<file path="config.mk">
export PLATFORM = sky130hd
export DESIGN_NAME = mips_cpu_bus_arbiter
export DESIGN_NICKNAME = d
export VERILOG_FILES = /design/src/rtl/mips_bus_pkg.sv /design/src/rtl/mips_cpu_bus_arbiter.sv
export SDC_FILE = /design/constraint.sdc
export NUM_CORES = 1
export LEC_CHECK = 0
export ABC_CLOCK_PERIOD_IN_PS = 11500
export CAP_MARGIN = 10
export CELL_PAD_IN_SITES_DETAIL_PLACEMENT = 1
export CELL_PAD_IN_SITES_GLOBAL_PLACEMENT = 2
export CORE_MARGIN = 2
export CORE_UTILIZATION = 30
export CTS_CLUSTER_DIAMETER = 200
export DETAILED_ROUTE_END_ITERATION = 8
export DONT_BUFFER_PORTS = 1
export PLACE_DENSITY = 0.7
export SLEW_MARGIN = 20
export SYNTH_ARGS = -nofsm -noshare
export SYNTH_HDL_FRONTEND = slang
export SYNTH_SLANG_ARGS = --single-unit
</file>
<file path="constraint.sdc">
create_clock -name clk -period 11.5 [get_ports clk]
set_clock_uncertainty 0.1 [all_clocks]
set_input_delay 1.15 -clock clk [delete_from_list [all_inputs] [get_ports clk]]
set_output_delay 1.15 -clock clk [all_outputs]
set_load 0.02 [all_outputs]
</file>
<file path="src/rtl/mips_bus_pkg.sv">
// Shared types and constants for the MIPS CPU Avalon bus front end.
package mips_bus_pkg;

   typedef enum logic [1:0] {IDLE, INSTR, DATA, DONE} bus_state_e;

   localparam logic [3:0]  BYTEEN_WORD      = 4'b1111;
   localparam logic [31:0] ABORT_DATA_DEF   = 32'hDEAD_BEEF;

endpackage

</file>
<file path="src/rtl/mips_cpu_bus_arbiter.sv">
// Serialises core fetch and load/store requests onto one Avalon-MM master port,
// with a waitrequest watchdog that aborts stuck transfers.
module mips_cpu_bus_arbiter
   import mips_bus_pkg::*;
#(
   parameter int          WAIT_TIMEOUT = 64,
   parameter logic [31:0] ABORT_DATA   = ABORT_DATA_DEF
) (
   input  logic        clk,
   input  logic        reset,
   input  logic        instr_req,
   input  logic [31:0] instr_addr,
   output logic [31:0] instr_rdata,
   output logic        instr_ready,
   input  logic        data_read,
   input  logic        data_write,
   input  logic [31:0] data_addr,
   input  logic [31:0] data_wdata,
   input  logic [3:0]  data_byteenable,
   output logic [31:0] data_rdata,
   output logic        data_ready,
   output logic        bus_error,
   output logic [31:0] address,
   output logic        read,
   output logic        write,
   output logic [31:0] writedata,
   output logic [3:0]  byteenable,
   input  logic [31:0] readdata,
   input  logic        waitrequest
);

   localparam int WD_W = $clog2(WAIT_TIMEOUT + 1);

   bus_state_e      state;
   logic [WD_W-1:0] wd_cnt;
   logic [WD_W-1:0] wd_next;

   assign wd_next = wd_cnt + 1'b1;

   always_ff @(posedge clk or posedge reset) begin
      if (reset) begin
         state       <= IDLE;
         wd_cnt      <= '0;
         instr_rdata <= '0;
         instr_ready <= 1'b0;
         data_rdata  <= '0;
         data_ready  <= 1'b0;
         bus_error   <= 1'b0;
         address     <= '0;
         read        <= 1'b0;
         write       <= 1'b0;
         writedata   <= '0;
         byteenable  <= '0;
      end else begin
         instr_ready <= 1'b0;
         data_ready  <= 1'b0;
         case (state)
            IDLE: begin
               wd_cnt <= '0;
               // Data port wins; a simultaneous read+write is treated as a write.
               if (data_write || data_read) begin
                  state      <= DATA;
                  address    <= {data_addr[31:2], 2'b00};
                  write      <= data_write;
                  read       <= ~data_write;
                  byteenable <= data_byteenable;
                  writedata  <= data_wdata;
               end else if (instr_req) begin
                  state      <= INSTR;
                  address    <= {instr_addr[31:2], 2'b00};
                  read       <= 1'b1;
                  write      <= 1'b0;
                  byteenable <= BYTEEN_WORD;
               end
            end
            INSTR, DATA: begin
               if (!waitrequest) begin
                  read  <= 1'b0;
                  write <= 1'b0;
                  state <= DONE;
                  if (state == INSTR) begin
                     instr_rdata <= readdata;
                     instr_ready <= 1'b1;
                  end else begin
                     if (read) data_rdata <= readdata;
                     data_ready <= 1'b1;
                  end
               end else begin
                  wd_cnt <= wd_next;
                  if (wd_next == WD_W'(WAIT_TIMEOUT)) begin
                     read      <= 1'b0;
                     write     <= 1'b0;
                     bus_error <= 1'b1;
                     state     <= DONE;
                     if (state == INSTR) begin
                        instr_rdata <= ABORT_DATA;
                        instr_ready <= 1'b1;
                     end else begin
                        if (read) data_rdata <= ABORT_DATA;
                        data_ready <= 1'b1;
                     end
                  end
               end
            end
            // One dead cycle so a request still held high is not re-sampled on completion.
            DONE: state <= IDLE;
            default: state <= IDLE;
         endcase
      end
   end

endmodule

</file>
Word level (Yosys, flattened, before mapping)
Index checks and enable logic that the tools add are counted.

Bits in registers: 146. Bits of input ports: 138. Output and inout port bits: 137. Word-level logic and storage cells: 78.

Add/sub/neg operators: 1. Eq/ne operators: 12. Mux-type cells: 37. Bitwise gates (word level): 1. Reduce and logical (&&, ||, !) cells: 15.

Operator list (number): $mux W32 (12); $mux W1 (14); $pmux W7 S2 (1); $ne A2 B2 Y1 const B (5); $mux W2 (4); $mux W4 (2); $reduce_and A2 Y1 (4); $reduce_bool A2 Y1 (4); $add A7 B1 Y7 const B (1); $eq A7 B7 Y1 const B (1); $mux W7 (1); $ne A3 B3 Y1 const B (2); $pmux W2 S3 (1); $reduce_and A3 Y1 (2); $reduce_and A6 Y1 (1); $eq A2 B2 Y1 const B (2); $pmux W1 S2 (2); $reduce_and A4 Y1 (1); $eq A2 B1 Y1 const B (1); $logic_not A2 Y1 (1); $ne A2 B1 Y1 const B (1); $reduce_or A2 Y1 (1); $logic_or A1 B1 Y1 (1); $not A1 Y1 (1).

Depth between registers and ports, before layout
Depth after elaboration: 5. Depth in mapped cells: 9. Mapped depth without buffers: 7.

Worst setup path after synthesis
No wires, ideal clock.

Path type: input-to-reg. Start point: input port waitrequest. End point: register data_rdata[0]. Setup time: 121 ps. Arrival time: 2461 ps. Data required time: 11279 ps. Setup slack: 8818 ps. Cell stages on the path: 7. Path buffers: 4. Cells stage by stage: clkbuf_1 > or3b_1 > buf_2 > and3_4 > buf_6 > buf_6 > o22a_1.

Word-level cells in the longest chain between the ends: 2. Elaborated cells between the ends (all ways): 5. Those cells by class: eq/ne: 2; mux: 1; reduce/logical: 2.

RTL lines: from (decl) (line mips_cpu_bus_arbiter.sv:29) `input logic waitrequest`; $ne A2 B2 Y1 (no line), or another cell as far along; $reduce_and A6 Y1 (no line); to (signal assigned) (line mips_cpu_bus_arbiter.sv:85) `if (read) data_rdata <= readdata;`; to (decl) (line mips_cpu_bus_arbiter.sv:20) `output logic [31:0] data_rdata,`.

Several ways; a longest one is shown, not always the timed one. A chain may end at the register's enable or synchronous reset.

Final worst setup path
Start point: register state[1]. End point: register data_rdata[25].

Word-level cells in the longest chain between the ends: 3. Elaborated cells between the ends (all ways): 6. Those cells by class: eq/ne: 4; reduce/logical: 2.

RTL lines: from (decl) (line mips_cpu_bus_arbiter.sv:34) `bus_state_e state;`; from (signal assigned) (line mips_cpu_bus_arbiter.sv:42) `state <= IDLE;`; from (signal assigned) (line mips_cpu_bus_arbiter.sv:62) `state <= DATA;`; from (signal assigned) (line mips_cpu_bus_arbiter.sv:69) `state <= INSTR;`; $eq A2 B1 Y1 or $eq A2 B2 Y1 (tied branches) (line mips_cpu_bus_arbiter.sv:57, mips_cpu_bus_arbiter.sv:81, mips_cpu_bus_arbiter.sv:95); $ne A2 B2 Y1 (no line) or $reduce_or A2 Y1 (tied branches); $reduce_and A6 Y1 (no line) *.

Mark *: on every way between the ends. The rest lies on a longest branch, timed or not.

==> flow_summary.yaml <==
outcome:
  status: "complete, no violations"
clock_tree:
  clockBufferDepth: 2
  holdBufCountCts: 0
  cts_buffers: 17
  clk_latency_ns: 0.41
  postCtsSetupBuffers: 0
  root_buffer: "clkbuf_16"
  cts_resized: 0
  clock-sinks: 144
  clk_pin_slew_worst_paths_ns: 0.06
  h-tree-depth: 4
  cts_tree: "built"
finish:
  layout.nets: 591
  diodes: 0
  final_cell_mix: "144 x dfrtp_1, 52 x o22a_1, 35 x a21oi_1"
  multi_input_area_um2: 2100
  syn2layout_area_growth_pct: 13.5
  fin_util_pct: 34.5
  final_cell_area_um2: 6670
  final_common_cell: "dfrtp_1"
  fill_cells: 2043
  drive_above_1_share_pct: 16.5
  area.sequential_um2: 3600
sta:
  maxClockFrequency_mhz: 377
  timing.setup.tns_ns: 0
  slew_headroom_pct: 33.5
  slew_violations: 0
  rsz0062_at_grt: "false"
  tightest_slew_ns: 0.990
  fin_crit_ns: 2.65
  hold_viol: 0
  worst_hold_slack_ns: 0.444
  fin_crit_sh_pct: 23.0
  setup_viol: 0
global_routing:
  grt_pass1_wl_um: 22500
  gr-usage-all-layers_pct: 14.2
  grt_pass1_vias: 4094
  grt_max_degree: 74
  antenna_found_initial: 0
  gr-total-overflow: 0
detailed_routing:
  via_per_inst: 5.20
  wl_per_cell_um: 20.7
  drc_errors: 0
  postRouteAntennaNets: 0
  drt-initial-drc-count: 149
  wirelength_um: 15000
  vias: 3782
  drtPass1Iterations: 4
worst_setup_path:
  slowest_stage: "or3_1"
  crit_arrival_ns: 2.84
  critical-path-top-delay-family: "simple AND/OR/NAND/NOR gates"
  endpoint_kind: "flop"
  max_stage_delay_ns: 0.74
  crit_buf_inv: 1
  cp-start-kind: "flop"
  critPathKind: "reg2reg"
  cp.required_ns: 11.69
  cp_max_fo: 24
  path_cells: "inv_1 -> ha_1 -> nand2b_1 -> or3_1 -> o22a_1"
placement:
  hpwlAfterDp_um: 10700
  numPortBuffers: 0
  placed_area_um2: 6070
  place.gp.congestion: 0.707
hold_path:
  hold_class: "reg2reg"
die:
  core_um2: 19300
  dieArea_um2: 20700
  pin_count: 275
  start_util_pct: 30.4
  die_x_um: 144
  die_h_um: 144
  rows: 51
logic_synthesis:
  synth_ff_type: "dfrtp_1"
  synth_edf_count: 0
  ys_types: 46
  netlist_area_um2: 5880
  ys_warn_count: 0
  synthCells: 458
  syn_avg_cell_area_um2: 12.8
  ys_ff_latch: 144
  async_reset_ff_share_pct: 100
  ys_seq_area_share_pct: 61.3
power_and_ir_drop:
  leakagePower_nw: 2.74
  power.density_nw_per_um2: 338
  total_power_w: 0.00226
  ir_worst_vdd_mv: 0.124
run:
  drv_cap: 0
==> metrics by stage <==
stage          instances  setup slack (ns)
6_report             727              8.85
5_1_grt              727              8.71
4_1_cts              726              8.83
3_5_place_dp         694              8.62
3_3_place_gp         694              8.77
2_1_floorplan        459              6.38
==> power by group <==
| part | switching [W] | internal [W] | total [W] |
|---|---|---|---|
| Clock | 0.000241 | 0.000287 | 0.000528 |
| Sequential | 0.000478 | 0.000748 | 0.00123 |
| Combinational | 0.000258 | 0.000243 | 0.000501 |
| Total | 0.000977 | 0.00128 | 0.00226 |
==> synth_stat cells, drive strengths merged (2+ instances only) <==
cell type | count | area (µm²)
buf | 15 | 106
nor3 | 3 | 15.0
a31oi | 2 | 12.5
nor2 | 33 | 124
mux2 | 32 | 360
inv | 6 | 22.5
o22a | 52 | 455
ha | 4 | 50.1
nand2b | 2 | 12.5
o21ai | 9 | 45.0
dfrtp | 144 | 3600
nand4b | 2 | 17.5
a21oi | 35 | 175
and2 | 3 | 18.8
mux2i | 32 | 320
nand3 | 7 | 40.0
nor2b | 7 | 43.8
or3 | 2 | 12.5
a22o | 17 | 149
clkbuf | 17 | 63.8
nand2 | 12 | 45.0
and3 | 4 | 30.0
==> final timing paths <==
| kind | from | to | slack, ns | cells after the start |
|---|---|---|---|---|
| max in group asynchronous | reset | instr_rdata[14] | 9.29 | 2 |
| hold / removal | wd_cnt[4] | wd_cnt[4] | 0.44 | 1 |
| hold reg to reg | wd_cnt[4] | wd_cnt[4] | 0.44 | 1 |
| min in group asynchronous | reset | data_rdata[20] | 0.59 | 1 |
| setup / recovery | state[1] | data_rdata[25] | 8.85 | 5 |
| setup reg to reg | state[1] | data_rdata[25] | 8.85 | 5 |
==> worst reg2reg max path: stages (launching register included) <==
cell      delay, ns
dfrtp_1        0.38
inv_1          0.08
ha_1           0.69
nand2b_1       0.16
or3_1          0.74
o22a_1         0.39
==> area by class of cell <==
class	instances	share of cell area (%)
tap	265	4.97
timing repair buffer	3	0.638
clock inverter	15	2.10
multi-input combinational	277	31.5
clock buffer	17	6.38
inverter	6	0.413
sequential	144	54.0
==> flip-flops by register name, indices dropped and copies added, names as in the netlist <==
signal       flops
address         30
bus_error        1
byteenable       4
data_rdata      32
data_ready       1
instr_rdata     32
instr_ready      1
read             1
state            2
wd_cnt           7
write            1
writedata       32
==> cell families after synthesis <==
family | Yosys count | share of synthesized area [%]
AOI/OAI and AO/OA | 125 | 15.8
buffers and inverters | 38 | 3.28
muxes | 64 | 11.6
other | 1 | 0.0638
and+or+nand+nor | 81 | 6.94
DFF | 144 | 61.3
adders and majority gates | 4 | 0.852
xor gates and xnor gates | 1 | 0.149
==> metal layers <==
metal,share of wire (%),GRT usage (%)
met5,0,0
met4,1.2,5.01
met3,12,6.73
met2,48,23.1
met1,39,16.4
Note: power is estimated with default switching activity, not from simulation.
==> patch 1, RTL diff (same flow settings) <==
Set the parameter `WAIT_TIMEOUT` to 32 (it was 64).
--- a/src/rtl/mips_cpu_bus_arbiter.sv
+++ b/src/rtl/mips_cpu_bus_arbiter.sv
@@ -3,7 +3,7 @@
 module mips_cpu_bus_arbiter
    import mips_bus_pkg::*;
 #(
-   parameter int          WAIT_TIMEOUT = 64,
+   parameter int          WAIT_TIMEOUT = 32,
    parameter logic [31:0] ABORT_DATA   = ABORT_DATA_DEF
 ) (
    input  logic        clk,
Formal check against the unedited RTL: same outputs for any inputs over 4 cycles, from zero or initial values and one cycle with reset high; that may be too few to reach the edited logic, so the function may still have changed.
==> patch 1 against the original RTL <==
Non-clock buffer count is the same. Area after synthesis down 2.4%. Global-route usage grew 0.066 points. First-iteration DRC count decreased by 27%. Power fell by 1.1%. Final area decreased by 2.6%. Wire length down 3.7%. Sequential cell count is 1 lower. Hold slack got worse by 0.018 ns. Worst setup slack worse by 0.25 ns. Cell count is 6.3% lower. Fmax shrank 8.5%.
==> patch 1: results (changes against the original RTL) <==
RUN_STATUS='complete, no violations'
DETAILED_PLACE_HPWL_UM=10200  # -4.7%
MIN_PERIOD_NS=2.90  # +0.245 ns
HOLD_START='state[1]$_DFFE_PP0P_'
CRITICAL_PATH.REG2REG.ENDPOINT='data_rdata[0]$_DFFE_PP0P_'
INTPOWER_mW=1.28  # +0.39%
NUMPORTBUFFERS=0  # unchanged
GR-USAGE-ALL-LAYERS=0.143  # +0.000656
TIMING.REG2REG.WORST_PATH_DEPTH=6  # +1
NNETSFINAL=576  # -2.5%
HOLD_PATH_DEPTH=2  # +1
VIA_COUNT=3637  # -3.8%
SLEW_HEADROOM=0.346  # +0.0113
DRIVE_ABOVE_1_SHARE=0.163  # -0.00119
POSTPLACECELLAREA_UM2=5880  # -3.1%
SYNTH_CELL_TYPES=36  # -22%
POWER.IR.VDD_WORST_V=0.000126  # +1.5%
DRT-TOTAL-WL_UM=14500  # -3.7%
SYNTH_SEQUENTIAL_AREA_RATIO=0.624  # +0.0110
FILLER_CELL_COUNT=1974  # -3.4%
PLACED_CELLS_INCL_TAPS=648  # -6.6%
NUMBER_OF_GLOBAL_ROUTE_VIAS_BEFORE_REPAIR=4061  # -0.81%
MEAN_POST_SYNTH_CELL_AREA_UM2=13.0  # +1.3%
CRITICAL_PATH_ARRIVAL_NS=3.09  # +0.25 ns
SYNTH_ASYNC_SR_FLOP_SHARE=1.00  # unchanged
GRT_FIRST_PASS_WIRELENGTH_UM=22100  # -1.5%
R2R_SLACK_NS=8.60  # -0.25 ns
GRT_ANTENNA_BEFORE_REPAIR=1  # +1
SYNTH_TOP_CELLS_BY_COUNT='dfrtp_1 (143), o22a_1 (52), a21oi_1 (35), nor2_1 (35), mux2_2 (32)'
HOLD_END='state[1]$_DFFE_PP0P_'
NETLIST_TOP_CELLS_AREA='dfrtp_1 (62%), o22a_1 (7.9%), mux2_2 (6.3%)'
P_LEAK_nW=2.71  # -1.1%
VIAS_PER_CELL=5.34  # +2.7%
[patch 1: worst max-delay path: stages, from the launching register on]
cell and delay, ns:
dfrtp_1 0.35, inv_1 0.06, ha_1 0.57, inv_1 0.24, nor2_1 0.35, nand2_1 0.63
o22a_1 0.45
[patch 1: metal layers]
layer	vias up	global-route usage	wire length [um]
li1	1580	-	-
met1	1830	0.161	5710
met2	215	0.239	6990
met3	12	0.0643	1560
met4	0	0.0500	202
met5	-	0	0
[patch 1: stage by stage]
stage | utilization | hold slack [ns]
after global placement | 0.315 | 0.389
after floorplan | - | 0.367
after CTS | 0.346 | 0.431
after detailed placement | 0.315 | 0.416
after global routing | 0.347 | 0.472
final | 0.347 | 0.426
[patch 1: area by class of cell]
type	instances	share of cell area
clock buffer	18	0.0676
inverter	7	0.00520
clock inverter	14	0.0227
tap	234	0.0451
timing repair buffer	3	0.00539
multi-input combinational	262	0.303
sequential	143	0.551
[patch 1: power by group through the flow]
| stage | Sequential, mW | Clock [mW] | Combinational (mW) |
|---|---|---|---|
| global route | 1.25 | 0.585 | 0.539 |
| global placement | 1.23 | 0 | 0.449 |
| detailed placement | 1.23 | 0 | 0.486 |
| CTS | 1.22 | 0.561 | 0.483 |
| floorplan | 1.16 | 0 | 0.401 |
| finish | 1.22 | 0.542 | 0.472 |
[patch 1: cell families (layout without fill, tap and decap cells)]
kind of cell             Yosys count  count (layout)  synth area share
AO/OA/AOI/OAI                    128             128             0.162
AND/OR/NAND/NOR                   64              64            0.0504
buffers and inverters             37              42            0.0351
adder cells (fa/ha/maj)            4               4           0.00873
flip-flops                       143             143             0.624
XOR/XNOR                           2               2           0.00306
multiplexers                      62              62             0.115
other                              1               2          0.000654
==> patch 2, RTL diff (same flow settings) <==
Made on the original files. Make the reset (`reset`) synchronous in one clocked block.
--- a/src/rtl/mips_cpu_bus_arbiter.sv
+++ b/src/rtl/mips_cpu_bus_arbiter.sv
@@ -37,7 +37,7 @@
 
    assign wd_next = wd_cnt + 1'b1;
 
-   always_ff @(posedge clk or posedge reset) begin
+   always_ff @(posedge clk) begin
       if (reset) begin
          state       <= IDLE;
          wd_cnt      <= '0;
Check against the original RTL: differs if reset is asserted again (counterexample within 4 cycles, from zero or initial values and one cycle with reset high); with reset held inactive, the same outputs for 4 cycles.
==> patch 2 against the original RTL <==
Area after synthesis grew 2.7%. Non-clock buffer count rose by 2. Power fell by 26%. Worst setup slack lost 0.94 ns. Critical path depth is 2 higher. Largest cell class unchanged. Sequential cell count is the same. Global-route usage increased by 3.2 points. Final area grew 0.58%. Wire length grew 26%.
==> patch 2: results (changes against the original RTL) <==
RUN_STATUS='complete, no violations'
NUMBER_OF_GLOBAL_ROUTE_VIAS_BEFORE_REPAIR=5386  # +32%
SYNTH_ASYNC_SR_FLOP_SHARE=0  # -1.00
DRIVE_ABOVE_1_SHARE=0.0763  # -0.0882
VIA_COUNT=5257  # +39%
SLEW_HEADROOM=0.270  # -0.0648
DETAILED_PLACE_HPWL_UM=12700  # +19%
CP_SLOWEST_STAGE_DELAY_NS=0.93  # +0.19 ns
NNETSFINAL=824  # +39%
PLACED_CELLS_INCL_TAPS=928  # +34%
FILLER_CELL_COUNT=2331  # +14%
TIMING.CRITICAL_PATH.FANOUT_MAX=25  # +4.2%
GRT_MAX_DEGREE=149  # +100%
GR-USAGE-ALL-LAYERS=0.174  # +0.0318
CTS_BUFFER_DEPTH=2  # unchanged
WORST_PATH_MAX_DELAY_CELL='and2_1'
GLOBALPLACE.CONGESTION=0.741  # +4.8%
SYNTHESIS.INSTANCES=725  # +58%
P_LEAK_nW=2.26  # -17%
POWER.IR.VDD_WORST_V=0.000104  # -16%
DRT_FIRST_ITER_VIOLATIONS=193  # +30%
NETLIST_TOP_CELLS_AREA='dfxtp_1 (48%), nand2_1 (6.6%), a311oi_1 (5.7%)'
SYNTH_SEQUENTIAL_AREA_RATIO=0.478  # -0.136
FINAL-INSTANCE-COUNT-EXCL-FILL=960  # +32%
CRITICAL_PATH_ARRIVAL_NS=3.81  # +0.97 ns
patch 2: logic make-up after synthesis:
logic type               Yosys count  synth area share
other                              1          0.000621
AO/OA/AOI/OAI                    260             0.289
multiplexers                       3           0.00580
adder cells (fa/ha/maj)            4           0.00829
flip-flops                       144             0.478
AND/OR/NAND/NOR                  217             0.152
buffers and inverters             96            0.0672
patch 2: tightest hold or removal path, delay by kind of cell (launching register included):
family / cells / cell delay, ns
AOI/OAI and AO/OA: 2 / 0.14
DFF: 1 / 0.34
patch 2: cell type report:
| type | instances | share of cell area |
|---|---|---|
| multi-input combinational | 486 | 0.413 |
| tap | 265 | 0.0494 |
| timing repair buffer | 5 | 0.00560 |
| clock buffer | 20 | 0.0681 |
| clock inverter | 12 | 0.0183 |
| sequential | 144 | 0.430 |
| inverter | 28 | 0.0157 |
patch 2: path summary, 6_finish.rpt:
path | end | cells after the start | start | slack, ns
worst min register to register | wd_cnt[6]$_SDFFE_PP0P_ | 2 | wd_cnt[6]$_SDFFE_PP0P_ | 0.43
worst min-delay path | wd_cnt[6]$_SDFFE_PP0P_ | 2 | wd_cnt[6]$_SDFFE_PP0P_ | 0.43
worst max-delay path | instr_rdata[19]$_SDFFE_PP0P_ | 7 | state[0]$_SDFFE_PP0P_ | 7.91
worst max register to register | instr_rdata[19]$_SDFFE_PP0P_ | 7 | state[0]$_SDFFE_PP0P_ | 7.91
patch 2: through the flow:
stage	area (um2)	utilization	hold slack, ns
2_1_floorplan	6040	-	0.380
3_5_place_dp	6130	0.313	0.420
5_1_grt	6710	0.342	0.478
3_3_place_gp	6120	0.313	0.409
6_report	6710	0.342	0.430
4_1_cts	6710	0.342	0.433
patch 2: layer usage:
layer / global-route usage / up-vias / wire length [um]
met5: 0 / - / 0
met4: 0.0681 / 0 / 417
met3: 0.0702 / 27 / 1780
met2: 0.294 / 188 / 9130
met1: 0.195 / 2545 / 7590
li1: - / 2497 / -
patch 2: where the power goes:
group | switching, mW | internal (mW) | total [mW]
Sequential | 0.175 | 0.590 | 0.765
Combinational | 0.229 | 0.125 | 0.354
Clock | 0.232 | 0.315 | 0.547
